[src/rtl/hex_pkg.sv]
// -----------------------------------------------------------------------------
// hex_pkg
// Shared definitions for the seven-segment hex display controller:
//   - GLYPH_AL     : 16-entry glyph table, active-low form, bit order g..a
//   - SEG_BLANK_AL : all-segments-off pattern, active-low form
//   - state_e      : update FSM state encoding
//   - apply_polarity() : converts an active-low pattern to the selected polarity
// -----------------------------------------------------------------------------
package hex_pkg;

  localparam int SEG_W = 7;

  // Segment patterns are {g,f,e,d,c,b,a}; a 0 lights the segment.
  localparam logic [SEG_W-1:0] SEG_BLANK_AL = 7'h7F;

  // Entry 15 is listed first so that GLYPH_AL[n] selects the glyph for nibble n.
  localparam logic [15:0][SEG_W-1:0] GLYPH_AL = {
    7'h0E, 7'h06, 7'h21, 7'h46,   // F E D C
    7'h03, 7'h08, 7'h18, 7'h00,   // B A 9 8
    7'h78, 7'h02, 7'h12, 7'h19,   // 7 6 5 4
    7'h30, 7'h24, 7'h79, 7'h40    // 3 2 1 0
  };

  typedef enum logic {
    ST_IDLE   = 1'b0,
    ST_UPDATE = 1'b1
  } state_e;

  function automatic logic [SEG_W-1:0] apply_polarity(input logic [SEG_W-1:0] pat_al,
                                                      input logic            active_low);
    return active_low ? pat_al : ~pat_al;
  endfunction

endpackage

[src/rtl/hex_glyph.sv]
// -----------------------------------------------------------------------------
// hex_glyph
// Combinational hex nibble to seven-segment decode in the selected polarity.
// Ports:
//   nibble_i : 4-bit hex value
//   glyph_o  : 7-bit segment pattern {g,f,e,d,c,b,a}
// -----------------------------------------------------------------------------
module hex_glyph
  import hex_pkg::*;
#(
  parameter int ACTIVE_LOW = 1
) (
  input  logic [3:0]       nibble_i,
  output logic [SEG_W-1:0] glyph_o
);

  assign glyph_o = apply_polarity(GLYPH_AL[nibble_i], ACTIVE_LOW != 0);

endmodule

[src/rtl/hex_display_ctrl.sv]
// -----------------------------------------------------------------------------
// hex_display_ctrl
// Multi-digit seven-segment hex display controller. A load captures the value
// into a shadow register, then the digit registers are rewritten one per cycle
// from the most significant digit down, through a single shared glyph decoder.
// Optional leading-zero blanking and a free-running per-digit blink mask.
// Ports:
//   clk      : clock, rising edge
//   rst_n    : asynchronous active-low reset
//   load     : capture value/blank_lz (ignored while busy)
//   value    : 4*NUM_DIGITS hex nibbles, digit 0 in bits [3:0]
//   blank_lz : leading-zero blanking enable, captured with value
//   blink_en : per-digit blink enable, applied live
//   busy     : high while the digit registers are being rewritten
//   seg      : 7*NUM_DIGITS segment outputs, digit k in bits [7k+6:7k]
// -----------------------------------------------------------------------------
module hex_display_ctrl
  import hex_pkg::*;
#(
  parameter int NUM_DIGITS = 8,
  parameter int BLINK_DIV  = 25000000,
  parameter int ACTIVE_LOW = 1
) (
  input  logic                    clk,
  input  logic                    rst_n,
  input  logic                    load,
  input  logic [4*NUM_DIGITS-1:0] value,
  input  logic                    blank_lz,
  input  logic [NUM_DIGITS-1:0]   blink_en,
  output logic                    busy,
  output logic [7*NUM_DIGITS-1:0] seg
);

  localparam int IDX_W = (NUM_DIGITS > 1) ? $clog2(NUM_DIGITS) : 1;
  localparam int PRE_W = $clog2(BLINK_DIV);

  localparam logic [IDX_W-1:0] IDX_MSD    = IDX_W'(NUM_DIGITS - 1);
  localparam logic [PRE_W-1:0] PRE_LAST   = PRE_W'(BLINK_DIV - 1);
  localparam logic [SEG_W-1:0] SEG_BLANK  = apply_polarity(SEG_BLANK_AL, ACTIVE_LOW != 0);

  state_e                 state_q, state_d;
  logic [IDX_W-1:0]       idx_q,   idx_d;
  logic                   allz_q,  allz_d;
  logic [PRE_W-1:0]       pre_q,   pre_d;
  logic                   phase_q, phase_d;
  logic [SEG_W-1:0]       dig_q [NUM_DIGITS];
  logic [SEG_W-1:0]       dig_d [NUM_DIGITS];

  // Shadow copy of the load request; pure data, so no reset.
  logic [3:0]             nib_q [NUM_DIGITS];
  logic                   blz_q;

  logic                   cap_en;
  logic [3:0]             cur_nib;
  logic [SEG_W-1:0]       cur_glyph;
  logic                   cur_blank;

  assign cur_nib = nib_q[idx_q];

  hex_glyph #(
    .ACTIVE_LOW(ACTIVE_LOW)
  ) u_glyph (
    .nibble_i(cur_nib),
    .glyph_o (cur_glyph)
  );

  // allz_q means every nibble above idx_q is zero; digit 0 is always shown.
  assign cur_blank = blz_q && allz_q && (cur_nib == 4'd0) && (idx_q != '0);

  always_comb begin
    state_d = state_q;
    idx_d   = idx_q;
    allz_d  = allz_q;
    dig_d   = dig_q;
    cap_en  = 1'b0;
    unique case (state_q)
      ST_IDLE: begin
        allz_d = 1'b1;
        if (load) begin
          cap_en  = 1'b1;
          idx_d   = IDX_MSD;
          state_d = ST_UPDATE;
        end
      end
      ST_UPDATE: begin
        dig_d[idx_q] = cur_blank ? SEG_BLANK : cur_glyph;
        allz_d       = allz_q && (cur_nib == 4'd0);
        if (idx_q == '0) begin
          state_d = ST_IDLE;
        end else begin
          idx_d = idx_q - 1'b1;
        end
      end
      default: state_d = ST_IDLE;
    endcase
  end

  // Blink prescaler runs regardless of the update FSM.
  always_comb begin
    pre_d   = pre_q + 1'b1;
    phase_d = phase_q;
    if (pre_q == PRE_LAST) begin
      pre_d   = '0;
      phase_d = ~phase_q;
    end
  end

  always_ff @(posedge clk or negedge rst_n) begin
    if (!rst_n) begin
      state_q <= ST_IDLE;
      idx_q   <= '0;
      allz_q  <= 1'b1;
      pre_q   <= '0;
      phase_q <= 1'b0;
      for (int k = 0; k < NUM_DIGITS; k++) begin
        dig_q[k] <= SEG_BLANK;
      end
    end else begin
      state_q <= state_d;
      idx_q   <= idx_d;
      allz_q  <= allz_d;
      pre_q   <= pre_d;
      phase_q <= phase_d;
      dig_q   <= dig_d;
    end
  end

  always_ff @(posedge clk) begin
    if (cap_en) begin
      blz_q <= blank_lz;
      for (int k = 0; k < NUM_DIGITS; k++) begin
        nib_q[k] <= value[4*k +: 4];
      end
    end
  end

  assign busy = (state_q == ST_UPDATE);

  // Blink only masks the output; the stored digit registers are untouched.
  always_comb begin
    seg = '0;
    for (int k = 0; k < NUM_DIGITS; k++) begin
      seg[7*k +: 7] = (blink_en[k] && phase_q) ? SEG_BLANK : dig_q[k];
    end
  end

endmodule
[config.mk]
export PLATFORM = sky130hd
export DESIGN_NAME = hex_display_ctrl
export DESIGN_NICKNAME = d
export VERILOG_FILES = /design/src/rtl/hex_pkg.sv /design/src/rtl/hex_glyph.sv /design/src/rtl/hex_display_ctrl.sv
export SDC_FILE = /design/constraint.sdc
export NUM_CORES = 1
export LEC_CHECK = 0
export BUFFER_PORTS_ARGS = -buffer_cell sky130_fd_sc_hd__buf_4
export CORE_MARGIN = 4
export CORE_UTILIZATION = 28
export CTS_BUF_LIST = sky130_fd_sc_hd__clkbuf_2
export DETAILED_ROUTE_END_ITERATION = 8
export GPL_TIMING_DRIVEN = 1
export PLACE_DENSITY_LB_ADDON = 0.2
export SLEW_MARGIN = 10
export SYNTH_ARGS = -nofsm -noshare
export SYNTH_HDL_FRONTEND = slang
export SYNTH_SLANG_ARGS = --single-unit
[constraint.sdc]
create_clock -name clk -period 2.71 [get_ports clk]
set_clock_uncertainty 0.05 [all_clocks]
set_input_delay 0 -clock clk [delete_from_list [all_inputs] [get_ports clk]]
set_output_delay 0 -clock clk [all_outputs]
set_load 0.02 [all_outputs]
### Word level (Yosys, flattened, before mapping)

Memories as Yosys holds them, arrays and structs flattened.
Index checks and enable logic that the tools add are counted.

| storage, ports and cells | value |
|---|---|
| register bits | 88 |
| RAM bits | 32 |
| memory bits (read-only) | 112 |
| input port bits | 44 |
| output and inout port bits | 57 |
| logic and storage cells | 68 |
| memories | 2 |

| operators by class | value |
|---|---|
| $add $sub $neg | 2 |
| order comparisons | 3 |
| equality and inequality tests | 3 |
| mux-type cells | 24 |
| bitwise logic cells | 3 |
| reductions and logical operators | 17 |

Memories:

| memory | depth | width | read ports | clocked after Yosys merged registers in | write ports | line | RTL |
|---|---|---|---|---|---|---|---|
| (name not given) | 16 | 7 | 1 | 0 | 0 | hex_glyph.sv:17 | `assign glyph_o = apply_polarity(GLYPH_AL[nibble_i], ACTIVE_LOW != 0);` |
| nib_q | 8 | 4 | 1 | 0 | 8 | hex_display_ctrl.sv:50 | `logic [3:0] nib_q [NUM_DIGITS];` |

Operator list:

| kind | number |
|---|---|
| two-way mux 7 bit | 11 |
| bitwise mux 56 bit | 1 |
| adder 25 x 1 -> 25 bit, second input constant | 1 |
| equality test 25 bit, second input constant | 1 |
| two-way mux 25 bit | 1 |
| demux 7 bit (select 3 bit) | 1 |
| logical AND 1 bit | 13 |
| two-way mux 3 bit | 2 |
| case mux 3 bit (2 select lines) | 1 |
| < comparator 4 x 5 -> 1 bit, second input constant | 1 |
| two-way mux 1 bit | 5 |
| greater-or-equal comparator 4 bit, second input constant | 1 |
| zero test 4 bit | 1 |
| < comparator 4 x 1 -> 1 bit, second input constant | 1 |
| != test 2 bit, second input constant | 2 |
| NOT 3 -> 4 bit | 1 |
| case mux 1 bit (2 select lines) | 2 |
| zero test 3 bit | 1 |
| nonzero test 3 bit | 1 |
| subtractor 3 x 1 -> 3 bit, second input constant | 1 |
| NOT 1 bit | 2 |
| AND reduction 2 bit | 1 |

### Longest topological paths before layout

Gate-level depths: netlist (run 1).

| depth | value |
|---|---|
| depth after elaboration | 6 |
| depth in mapped cells | 11 |
| depth with buffers taken out | 9 |

### Hierarchy

From an unflattened synthesis (run 1), not the netlist that was laid out.

| second synthesis, totals | value |
|---|---|
| cell total of the unflattened synthesis | 500 |
| area, all modules | 5595.4 um^2 |

Modules (own cells, without submodules):

| module | instances | cells each | area each (um^2) | sequential area each (um^2) |
|---|---|---|---|---|
| hex_display_ctrl | 1 | 466 | 5340.1 | 3239.4 |
| hex_glyph | 1 | 34 | 255.2 | 0.0 |

### Worst setup path before layout (run 1)

No wires, ideal clock.

| timing | value |
|---|---|
| kind | register -> register |
| start | register idx_q[1] |
| end | register dig_q[14] in the netlist's numbering |
| setup time | 0.079 ns |
| arrival time | 2.682 ns |
| required time | 2.581 ns |
| path slack | -0.100 ns |
| stages on the path, launching flop included | 10 |
| buffers on the path | 1 |
| clock period less this slack | 2.810 ns |
| cell sequence | dfrtp_1 > buf_2 > mux4_2 > mux2i_1 > ha_1 > and3_1 > and2_1 > nor2_1 > mux4_2 > o21ai_0 |

| on the way | value |
|---|---|
| cells in the longest elaborated chain, start to end | 6 |
| elaborated cells between the ends (all ways) | 15 |
| classes of those cells | 2 x order compare; 5 x mux; 1 x bitwise; 5 x reduce/logical; 2 x memory |

Ends and longest elaborated chain:

| element | line | RTL |
|---|---|---|
| start: declaration | hex_display_ctrl.sv:42 | `logic [IDX_W-1:0] idx_q, idx_d;` |
| start signal: assignment | hex_display_ctrl.sv:120 | `idx_q <= idx_d;` |
| branches (longest 5 deep; another with memory (16 x 7 bit)) | -- |  |
| bitwise mux 56 bit (*) | hex_display_ctrl.sv:86 | `dig_d[idx_q] = cur_blank ? SEG_BLANK : cur_glyph;` |
| end signal: assignment | hex_display_ctrl.sv:124 | `dig_q <= dig_d;` |
| end: declaration | hex_display_ctrl.sv:46 | `logic [SEG_W-1:0] dig_q [NUM_DIGITS];` |

Mark *: on every way between the ends. The select of a mux whose other input is x is not followed.
A chain may end at the register's enable or synchronous reset.

### Worst setup path in the final report (run 1)

| timing | value |
|---|---|
| start | register idx_q[0] |
| end | register dig_q[42] in the netlist's numbering |

The elaborated chain is that of the path after synthesis.

==> impl_metrics.yaml, run 1 <==
run_status:
  status: "complete, no violations"
power:
  p_leak_nw: 3.34
  clkPwrFrac_pct: 13.9
  total_power_w: 0.00877
  vdd.ir_drop.worst_mv: 0.525
  p_sw_share_pct: 40.7
  combinationalPowerShare_pct: 52.9
  pwr-share-seq_pct: 33.3
  power_density_nw_per_um2: 1130
  p_sw_w: 0.00357
  intPower_w: 0.00520
drt:
  wl_mm: 13.5
  ant_nets: 0
  drt_iter0_markers: 178
  wl_per_cell_um: 14.0
  dr_total_vias: 4182
  viasPerCell: 4.34
  dr.pass1.iters: 4
  drc: 0
global_route:
  grt_pass1_vias: 4422
  antenna_found_initial: 1
  grt_usage_pct: 13.0
  grt_max_degree: 31
  grt_pass1_wl_mm: 22.6
  grt.overflow.total: 0
critical_path:
  cp.arrival_ns: 3.19
  crit_required_ns: 3.24
  cp_max_fo: 8
  crit_type: "flip-flop to flip-flop"
  start_kind: "flip-flop"
  end_kind: "flip-flop"
yosys:
  syn-num-nets: 540
  yosysUniqueCellTypes: 43
  synthFlopType: "dfstp_2"
  synth-async-reset-ratio_pct: 72.5
  syn-cell-area_um2: 5520
  synthCells: 488
  ys_ff_latch: 120
  synth_edf_count: 33
  syn_area_per_cell_um2: 11.3
  ys_seq_area_share_pct: 58.7
  yosys_warnings: 0
place:
  place_congestion: 0.726
  place_area_um2: 6700
  portBuffers: 100
  hpwl_mm: 9.83
min_path:
  hold_path_class: "primary input to flip-flop"
floorplanning:
  fp.dieW_um: 148
  die_h_um: 148
  rows: 51
  initial_utilization_pct: 28.4
  io_pins: 101
  die-area_um2: 22000
  core_um2: 19400
sta:
  holdWs_ns: 0.133
  maxSlewViolCount: 0
  rsz0062_at_grt: "yes"
  clock.fmax_mhz: 376
  hold_viol: 0
  fin_crit_ns: 2.66
  period_share_pct: 98.2
  setup_violations: 0
  worst_pin_slew_ns: 0.573
  finalSetupTns_ns: 0
  relSlewSlack_pct: 61.7
clock_network:
  htree_levels: 4
  clk_path_buf_depth: 2
  cts_made_buffers: 17
  tritoncts: "built"
  cts.clk_slew.worst_paths_ns: 0.18
  clockRootBuffer: "clkbuf_2"
  clkLatencyLatePin_ns: 0.67
  cts_sinks: 120
finish:
  area_growth_pct: 41.3
  drive_gt1_share_pct: 35.8
  final_nets: 737
  fin_area_um2: 7790
flow_run:
  maxCapViolations: 0
==> Yosys cell counts, types with 3 or more instances <==
master    number  share of area (%)
o21ai_0       22                2.0
and3_1         4               0.45
nand2b_1      53                6.0
nor3_1        11                1.0
ha_1           8                1.8
nand3_1       11                1.0
a31oi_2        3               0.68
dfstp_2       57                 27
xor2_1        15                2.4
mux2i_1       10                1.8
inv_1         14               0.95
a21oi_1       26                2.4
xnor2_1        9                1.4
nor2_1        47                3.2
nor2b_1        4               0.45
mux4_2        10                4.1
clkbuf_1      14               0.95
nand2_1       56                3.8
o21ai_1        8               0.73
edfxtp_1      33                 18
nand4_1       12                1.4
and2_1         4               0.45
dfrtp_1       30                 14
nor4_1         3               0.34
==> path summary, 6_finish.rpt <==
kind | from | end | slack [ns] | cells past startpoint
worst max-delay path | idx_q[0] | dig_q[42] | 0.05 | 9
worst min-delay path | load | idx_q[0] | 0.13 | 4
worst max register to register | idx_q[0] | dig_q[42] | 0.05 | 9
max in group asynchronous | rst_n | dig_q[15] | 1.65 | 4
worst min register to register | dig_q[15] | dig_q[15] | 0.42 | 2
min in group asynchronous | rst_n | dig_q[9] | 0.53 | 3
==> what timing repair did <==
action	in CTS	in global routing
pin swaps	2	3
resized for setup	3	10
hold buffers	70	0
buffers inserted	4	2
endpoints found under the setup margin	16	37
hold endpoints to repair	131	0
==> sequential cells by signal, summed over array words and instances (netlist names) <==
register,count
phase_q,1
blz_q,1
nib_q,32
busy,1
pre_q,25
allz_q,1
idx_q,3
dig_q,56
==> power groups by stage <==
| stage | clock [W] | sequential [W] | combinational [W] |
|---|---|---|---|
| 2_1_floorplan | 0 | 0.00280 | 0.00281 |
| 5_1_grt | 0.00136 | 0.00299 | 0.00511 |
| 4_1_cts | 0.00128 | 0.00293 | 0.00459 |
| 3_5_place_dp | 0 | 0.00297 | 0.00426 |
| 3_3_place_gp | 0 | 0.00295 | 0.00418 |
| 6_report | 0.00122 | 0.00292 | 0.00464 |
==> cells in the final DEF, fill, tap and decap left out, types with 12 or more instances in the layout <==
| cell type | Yosys | routed |
|---|---|---|
| nand2b_1 | 53 | 53 |
| nor2_1 | 47 | 46 |
| dlygate4sd3_1 | 0 | 69 |
| inv_1 | 14 | 12 |
| dfrtp_1 | 30 | 28 |
| nand4_1 | 12 | 12 |
| dfstp_2 | 57 | 57 |
| nand2_1 | 56 | 56 |
| xor2_1 | 15 | 15 |
| buf_4 | 1 | 125 |
| o21ai_0 | 22 | 18 |
| a21oi_1 | 26 | 24 |
| edfxtp_1 | 33 | 33 |
| clkbuf_2 | 0 | 17 |
==> per-stage QoR <==
step	setup WS (ns)	util (%)	std cells
floorplan	0.00951	-	488
global placement	0.0468	34.6	855
detailed placement	-0.0452	34.6	855
CTS	0.00764	39.9	961
global route	-0.105	40.2	964
finish	0.0477	40.2	964
==> logic make-up after synthesis <==
family / count (synthesis) / share of synthesized area, %
DFF: 120 / 58.7
AOI/OAI and AO/OA: 67 / 7.19
adders and majority gates: 8 / 1.81
buffers and inverters: 34 / 2.56
and+or+nand+nor: 211 / 18.9
muxes: 24 / 6.99
xor gates and xnor gates: 24 / 3.81
==> final cells by class <==
type / count / area [um^2]
fill: 1913 / 11600
sequential: 120 / 3240
multi-input combinational: 334 / 2210
timing repair buffer: 197 / 1690
tap: 265 / 332
clock inverter: 15 / 175
clock buffer: 17 / 85.1
inverter: 15 / 58.8
antenna: 1 / 2.50
==> metal layers <==
metal | GRT usage, % | up-vias | part of all wire [%]
li1 | - | 2078 | -
met1 | 16.7 | 1977 | 46
met2 | 21.5 | 114 | 48
met3 | 3.41 | 13 | 5.2
met4 | 4.30 | 0 | 1.3
met5 | 0 | - | 0
==> worst max-delay path: stages (launching register included) <==
cell and delay (ns):
dfrtp_2 0.44, mux4_2 0.50, mux2_4 0.31, inv_4 0.08, ha_4 0.12, and3_4 0.17, and2_4 0.15, nor2_2 0.03
mux4_2 0.55, mux2i_1 0.17
(Power assumes the default switching activity.)
==> run 2: changes to the inputs <==
- ABC_AREA: unset -> 1
- CTS_CLUSTER_DIAMETER: unset -> 200
==> run 2 against run 1 <==
Sequential power is 2% lower; highest routed layer unchanged; non-clock buffer count is 13 lower; largest power group unchanged; design area is 6.4% higher; wire length is 20% higher; synthesized cell count is 56% higher; worst hold slack worse by 0.0081 ns; register-to-register slack better by 0.25 ns.
==> impl_metrics.yaml, run 2 <==
floorplanning:
  core_um2: 21800
  die_h_um: 157
  io_pins: 101
  initial_utilization_pct: 28.5
  rows: 54
  fp.dieW_um: 157
  die-area_um2: 24500
drt:
  wl_mm: 16.2
  ant_nets: 0
  viasPerCell: 4.17
  drc: 0
  wl_met1_mm: 8.05
  maxUsedRoutingLayer: "met4"
  dr.pass1.iters: 5
  dr_total_vias: 5220
  wl_per_cell_um: 12.9
  drt_iter0_markers: 359
  wl_met2_mm: 7.14
  wl_met3_um: 813
yosys:
  syn-num-nets: 814
  yosysMostFrequentCell: "nand2_1"
  synthFlopType: "dfstp_2"
  synth-async-reset-ratio_pct: 72.5
  yosys-top-cells-area: "dfstp_2 (24%), nand2_1 (20%), edfxtp_1 (16%), dfrtp_1 (12%), inv_1 (7.5%)"
  synth_edf_count: 33
  synthCells: 762
  syn_area_per_cell_um2: 8.12
  ys_top_cells_by_count: "nand2_1 (325), inv_1 (123), dfstp_2 (57), nor2_1 (53), edfxtp_1 (33)"
  ys_ff_latch: 120
  yosysUniqueCellTypes: 40
  ys_seq_area_share_pct: 52.3
  netlist.area_leader.share_pct: 24.2
  syn-cell-area_um2: 6190
  yosysTopAreaCell: "dfstp_2"
  yosys_warnings: 0
flow_run:
  maxCapViolations: 0
critical_path:
  slowest_delay_ns: 0.64
  r2r_slack_ns: 0.30
  reg2reg_from: "idx_q[0]"
  crit_type: "flip-flop to flip-flop"
  crit_required_ns: 3.30
  cp_max_fo: 20
  end_kind: "flip-flop"
  crit_chain: "or2_1 > nand3_1 > nand2_1 > nor2_1 > ha_1 > nand2_1 > inv_1 > nand4_4 > nand3_4 > nand2_1 > nand2_1"
  cp.arrival_ns: 3.00
  rr_endpoint: "dig_q[0]"
  start_kind: "flip-flop"
  cpMostUsedCell: "nand2_1"
  critPathCapture: "dig_q[0]"
  slowest_stage: "dfrtp_1"
  cp-startpoint: "idx_q[0]"
  rr_worst_depth: 11
finish:
  largest_reg_flops: 56
  drive_gt1_share_pct: 24.2
  final_cell_mix: "nand2_1 (325), inv_1 (123), buf_4 (114)"
  area_growth_pct: 34.0
  layout_commonest_cell: "nand2_1"
  top_register: "dig_q"
  largestRegisters: "dig_q x56, nib_q x32, pre_q x25"
  final_nets: 1010
clock_network:
  clk_path_buf_depth: 2
  tritoncts: "built"
  cts_made_buffers: 17
  clkLatencyLatePin_ns: 0.70
  clockRootBuffer: "clkbuf_2"
  cts_sinks: 120
  htree_levels: 4
  cts.clk_slew.worst_paths_ns: 0.18
  post_cts_buffers: 0
sta:
  period_share_pct: 88.9
  relSlewSlack_pct: 56.0
  clock.fmax_mhz: 415
  setup_violations: 0
  maxSlewViolCount: 0
  timing.final.ws_setup_ns: 0.301
  holdWs_ns: 0.125
  fin_crit_ns: 2.41
  finalSetupTns_ns: 0
  hold_viol: 0
  worst_pin_slew_ns: 0.658
  rsz0062_at_grt: "no"
place:
  place_congestion: 0.824
  portBuffers: 100
  pre_cts_slack_ns: 0.306
  hpwl_mm: 11.8
power:
  vdd.ir_drop.worst_mv: 0.473
  power_density_nw_per_um2: 1010
  p_leak_nw: 4.26
global_route:
  grt_usage_pct: 13.8
  grt_max_degree: 34
  grt_pass1_vias: 5263
  grt.overflow.total: 0
  grt_pass1_wl_mm: 26.8
  antenna_found_initial: 1
min_path:
  hold_path_class: "primary input to flip-flop"
run_status:
  status: "complete, no violations"
## run 2: worst min path at each step
stage               cells past startpoint  startpoint       end
floorplan                               0       rst_n      busy
global placement                        1       rst_n   phase_q
detailed placement                      1       rst_n   phase_q
CTS                                     4        load  idx_q[1]
global route                            4        load  idx_q[1]
finish                                  4        load  idx_q[1]
## run 2: metal layers
| layer | global-route usage (%) | vias up |
|---|---|---|
| met3 | 3.43 | 17 |
| li1 | - | 2721 |
| met4 | 4.09 | 0 |
| met2 | 21.4 | 113 |
| met1 | 19.1 | 2369 |
| met5 | 0 | - |
## run 2: logic make-up after synthesis
family	after synthesis	synth area share [%]
flops	120	52.3
compound gates	13	1.35
buf+inv	136	8.47
simple gates	467	33.7
xor+xnor	18	2.55
fa+ha+maj	8	1.62
## run 2: timing repair
| item | in CTS | in global routing |
|---|---|---|
| hold buffers | 70 | 0 |
| hold endpoints to repair | 130 | 0 |
| endpoints found under the setup margin | 0 | 0 |
| gates resized for setup | 0 | 0 |
## run 2: stage by stage
stage                     area [um^2]  instances  util, %  total power [W]
after floorplan                  6190        762        -          0.00572
after global placement           7360       1149     33.8          0.00721
after detailed placement         7360       1149     33.8          0.00726
after CTS                        8290       1251     38.1          0.00851
after global routing             8290       1252     38.1          0.00913
final                            8290       1252     38.1          0.00839
## run 2: power by group
group / internal [W] / leakage (nW) / switching [W]
sequential: 0.00256 / 1.29 / 0.000305
clock: 0.000416 / 0.139 / 0.000716
combinational: 0.00157 / 2.83 / 0.00282
total: 0.00455 / 4.26 / 0.00384
## run 2: cell type report
type	count	area, um^2
antenna	1	2.50
clock buffer	18	90.1
clock inverter	14	131
fill	2298	13500
inverter	129	487
multi-input combinational	506	2430
sequential	120	3240
tap	280	350
timing repair buffer	184	1570
## run 2: worst max-delay path, delay by kind of cell (launching register included)
| kind | cells | cell delay, ns |
|---|---|---|
| fa+ha+maj | 1 | 0.22 |
| buf+inv | 1 | 0.10 |
| simple gates | 9 | 1.34 |
| flops | 1 | 0.64 |
==> run 3: changes to the inputs <==
- REMOVE_ABC_BUFFERS: unset -> 1
- TNS_END_PERCENT: unset -> 5
==> run 3 against run 2 <==
Global-route usage about the same; die area did not move; final cell count rose by 0.24%; worst hold slack improved by 0.0012 ns; register-to-register slack got worse by 0.04 ns; via count rose by 1.6%; design area grew 0.74%; largest cell class unchanged; setup slack got worse by 0.036 ns; wire length fell by 0.52%.
==> impl_metrics.yaml, run 3 (same netlist as run 2, synthesis figures left out) <==
run_status:
  status: "complete, no violations"
floorplanning:
  core_um2: 21800
  die_h_um: 157
  fp.dieW_um: 157
  rows: 54
  io_pins: 101
  initial_utilization_pct: 28.5
  die-area_um2: 24500
drt:
  wl_per_cell_um: 12.8
  drc: 0
  viasPerCell: 4.22
  maxUsedRoutingLayer: "met4"
  wl_met3_um: 803
  drt_iter0_markers: 390
  dr_total_vias: 5302
  dr.pass1.iters: 5
  wl_met2_mm: 7.27
  wl_met1_mm: 7.86
  wl_mm: 16.1
  ant_nets: 0
sta:
  finalSetupTns_ns: 0
  rsz0062_at_grt: "no"
  hold_viol: 0
  fin_crit_ns: 2.44
  maxSlewViolCount: 0
  period_share_pct: 90.2
  timing.final.ws_setup_ns: 0.266
  setup_violations: 0
  worst_pin_slew_ns: 0.826
  clock.fmax_mhz: 409
  relSlewSlack_pct: 44.8
place:
  place_area_um2: 7380
  portBuffers: 100
  place_congestion: 0.824
  pre_cts_slack_ns: 0.269
  hpwl_mm: 11.8
critical_path:
  start_kind: "flip-flop"
  crit_type: "flip-flop to flip-flop"
  cp_max_fo: 21
  end_kind: "flip-flop"
  crit_required_ns: 3.28
  cp.arrival_ns: 3.01
global_route:
  antenna_found_initial: 1
  grt_max_degree: 34
  grt_pass1_wl_mm: 26.6
  grt_pass1_vias: 5202
  grt_usage_pct: 13.8
  grt.overflow.total: 0
finish:
  top_register: "dig_q"
  seq_area_um2: 3240
  drive_gt1_share_pct: 24.2
  largest_reg_flops: 56
  multi_input_comb_area_um2: 2430
  area_growth_pct: 35.0
  fin_area_um2: 8350
  largestRegisters: "dig_q x56, nib_q x32, pre_q x25"
  final_cell_mix: "nand2_1 (325), inv_1 (123), buf_4 (117)"
  final_nets: 1013
  n_fill_cell: 2278
  layout_commonest_cell: "nand2_1"
  fin_util_pct: 38.4
power:
  pwr-share-seq_pct: 33.0
  p_sw_share_pct: 45.1
  clkPwrFrac_pct: 15.1
  intPower_w: 0.00475
  vdd.ir_drop.worst_mv: 0.418
  power_density_nw_per_um2: 1040
  combinationalPowerShare_pct: 51.9
  p_sw_w: 0.00390
  p_leak_nw: 4.29
clock_network:
  post_cts_resized: 0
  post_cts_buffers: 0
  cts_made_buffers: 17
  tritoncts: "built"
  cts_sinks: 120
  clkLatencyLatePin_ns: 0.68
  clk_path_buf_depth: 2
  cts.clk_slew.worst_paths_ns: 0.17
  clockRootBuffer: "clkbuf_2"
  cts_hold_buf: 70
  htree_levels: 4
flow_run:
  maxCapViolations: 0
min_path:
  hold_path_class: "primary input to flip-flop"
## run 3: cell types whose count changed in the layout (fill, tap and decap cells not counted), sizes merged
cell,previous run,this run
buf,115,117
inv,131,130
dlygate4sd3,69,70
clkinv,8,7
bufinv,2,4
## run 3: worst max-delay path: stages, from the launching register on
cell and delay [ns]:
dfrtp_1 0.63, or2_1 0.32, nand3_1 0.08, nand2_1 0.07, nor2_1 0.17, ha_1 0.22
nand2_1 0.06, inv_1 0.10, nand4_4 0.27, nand3_4 0.26, nand2_1 0.09, nand2_1 0.06
## run 3: area by class of cell
class / count / area share (%)
multi-input combinational: 506 / 29.0
sequential: 120 / 38.8
inverter: 129 / 5.83
clock buffer: 18 / 1.08
clock inverter: 14 / 2.16
tap: 280 / 4.19
antenna: 1 / 0.0300
timing repair buffer: 187 / 18.9
## run 3: power by group through the flow
stage / combinational (W) / sequential [W] / clock [W]
6_report: 0.00449 / 0.00286 / 0.00130
3_5_place_dp: 0.00449 / 0.00290 / 0
4_1_cts: 0.00459 / 0.00287 / 0.00135
5_1_grt: 0.00507 / 0.00293 / 0.00145
3_3_place_gp: 0.00445 / 0.00291 / 0
2_1_floorplan: 0.00287 / 0.00281 / 0
## run 3: final timing paths
check / start / endpoint / slack (ns) / depth (start not counted)
worst min-delay path: load / idx_q[1] / 0.13 / 4
min in group asynchronous: rst_n / dig_q[4] / 0.55 / 3
worst max register to register: idx_q[0] / dig_q[55] / 0.27 / 11
worst max-delay path: idx_q[0] / dig_q[55] / 0.27 / 11
worst min register to register: busy / allz_q / 0.43 / 1
max in group asynchronous: rst_n / pre_q[20] / 0.77 / 4
## run 3: metrics by stage
step                      total power, W  instances  hold WS [ns]
final                            0.00865       1255         0.126
after global routing             0.00944       1255        0.0486
after CTS                        0.00881       1254        0.0354
after detailed placement         0.00740       1152      -0.00796
after global placement           0.00736       1152      -0.00763
after floorplan                  0.00569        755        -0.346
## run 3: layer usage
| metal | vias to the layer above | track usage, % |
|---|---|---|
| met4 | 0 | 4.34 |
| met5 | - | 0 |
| met3 | 17 | 2.96 |
| li1 | 2738 | - |
| met1 | 2423 | 19.1 |
| met2 | 124 | 21.5 |
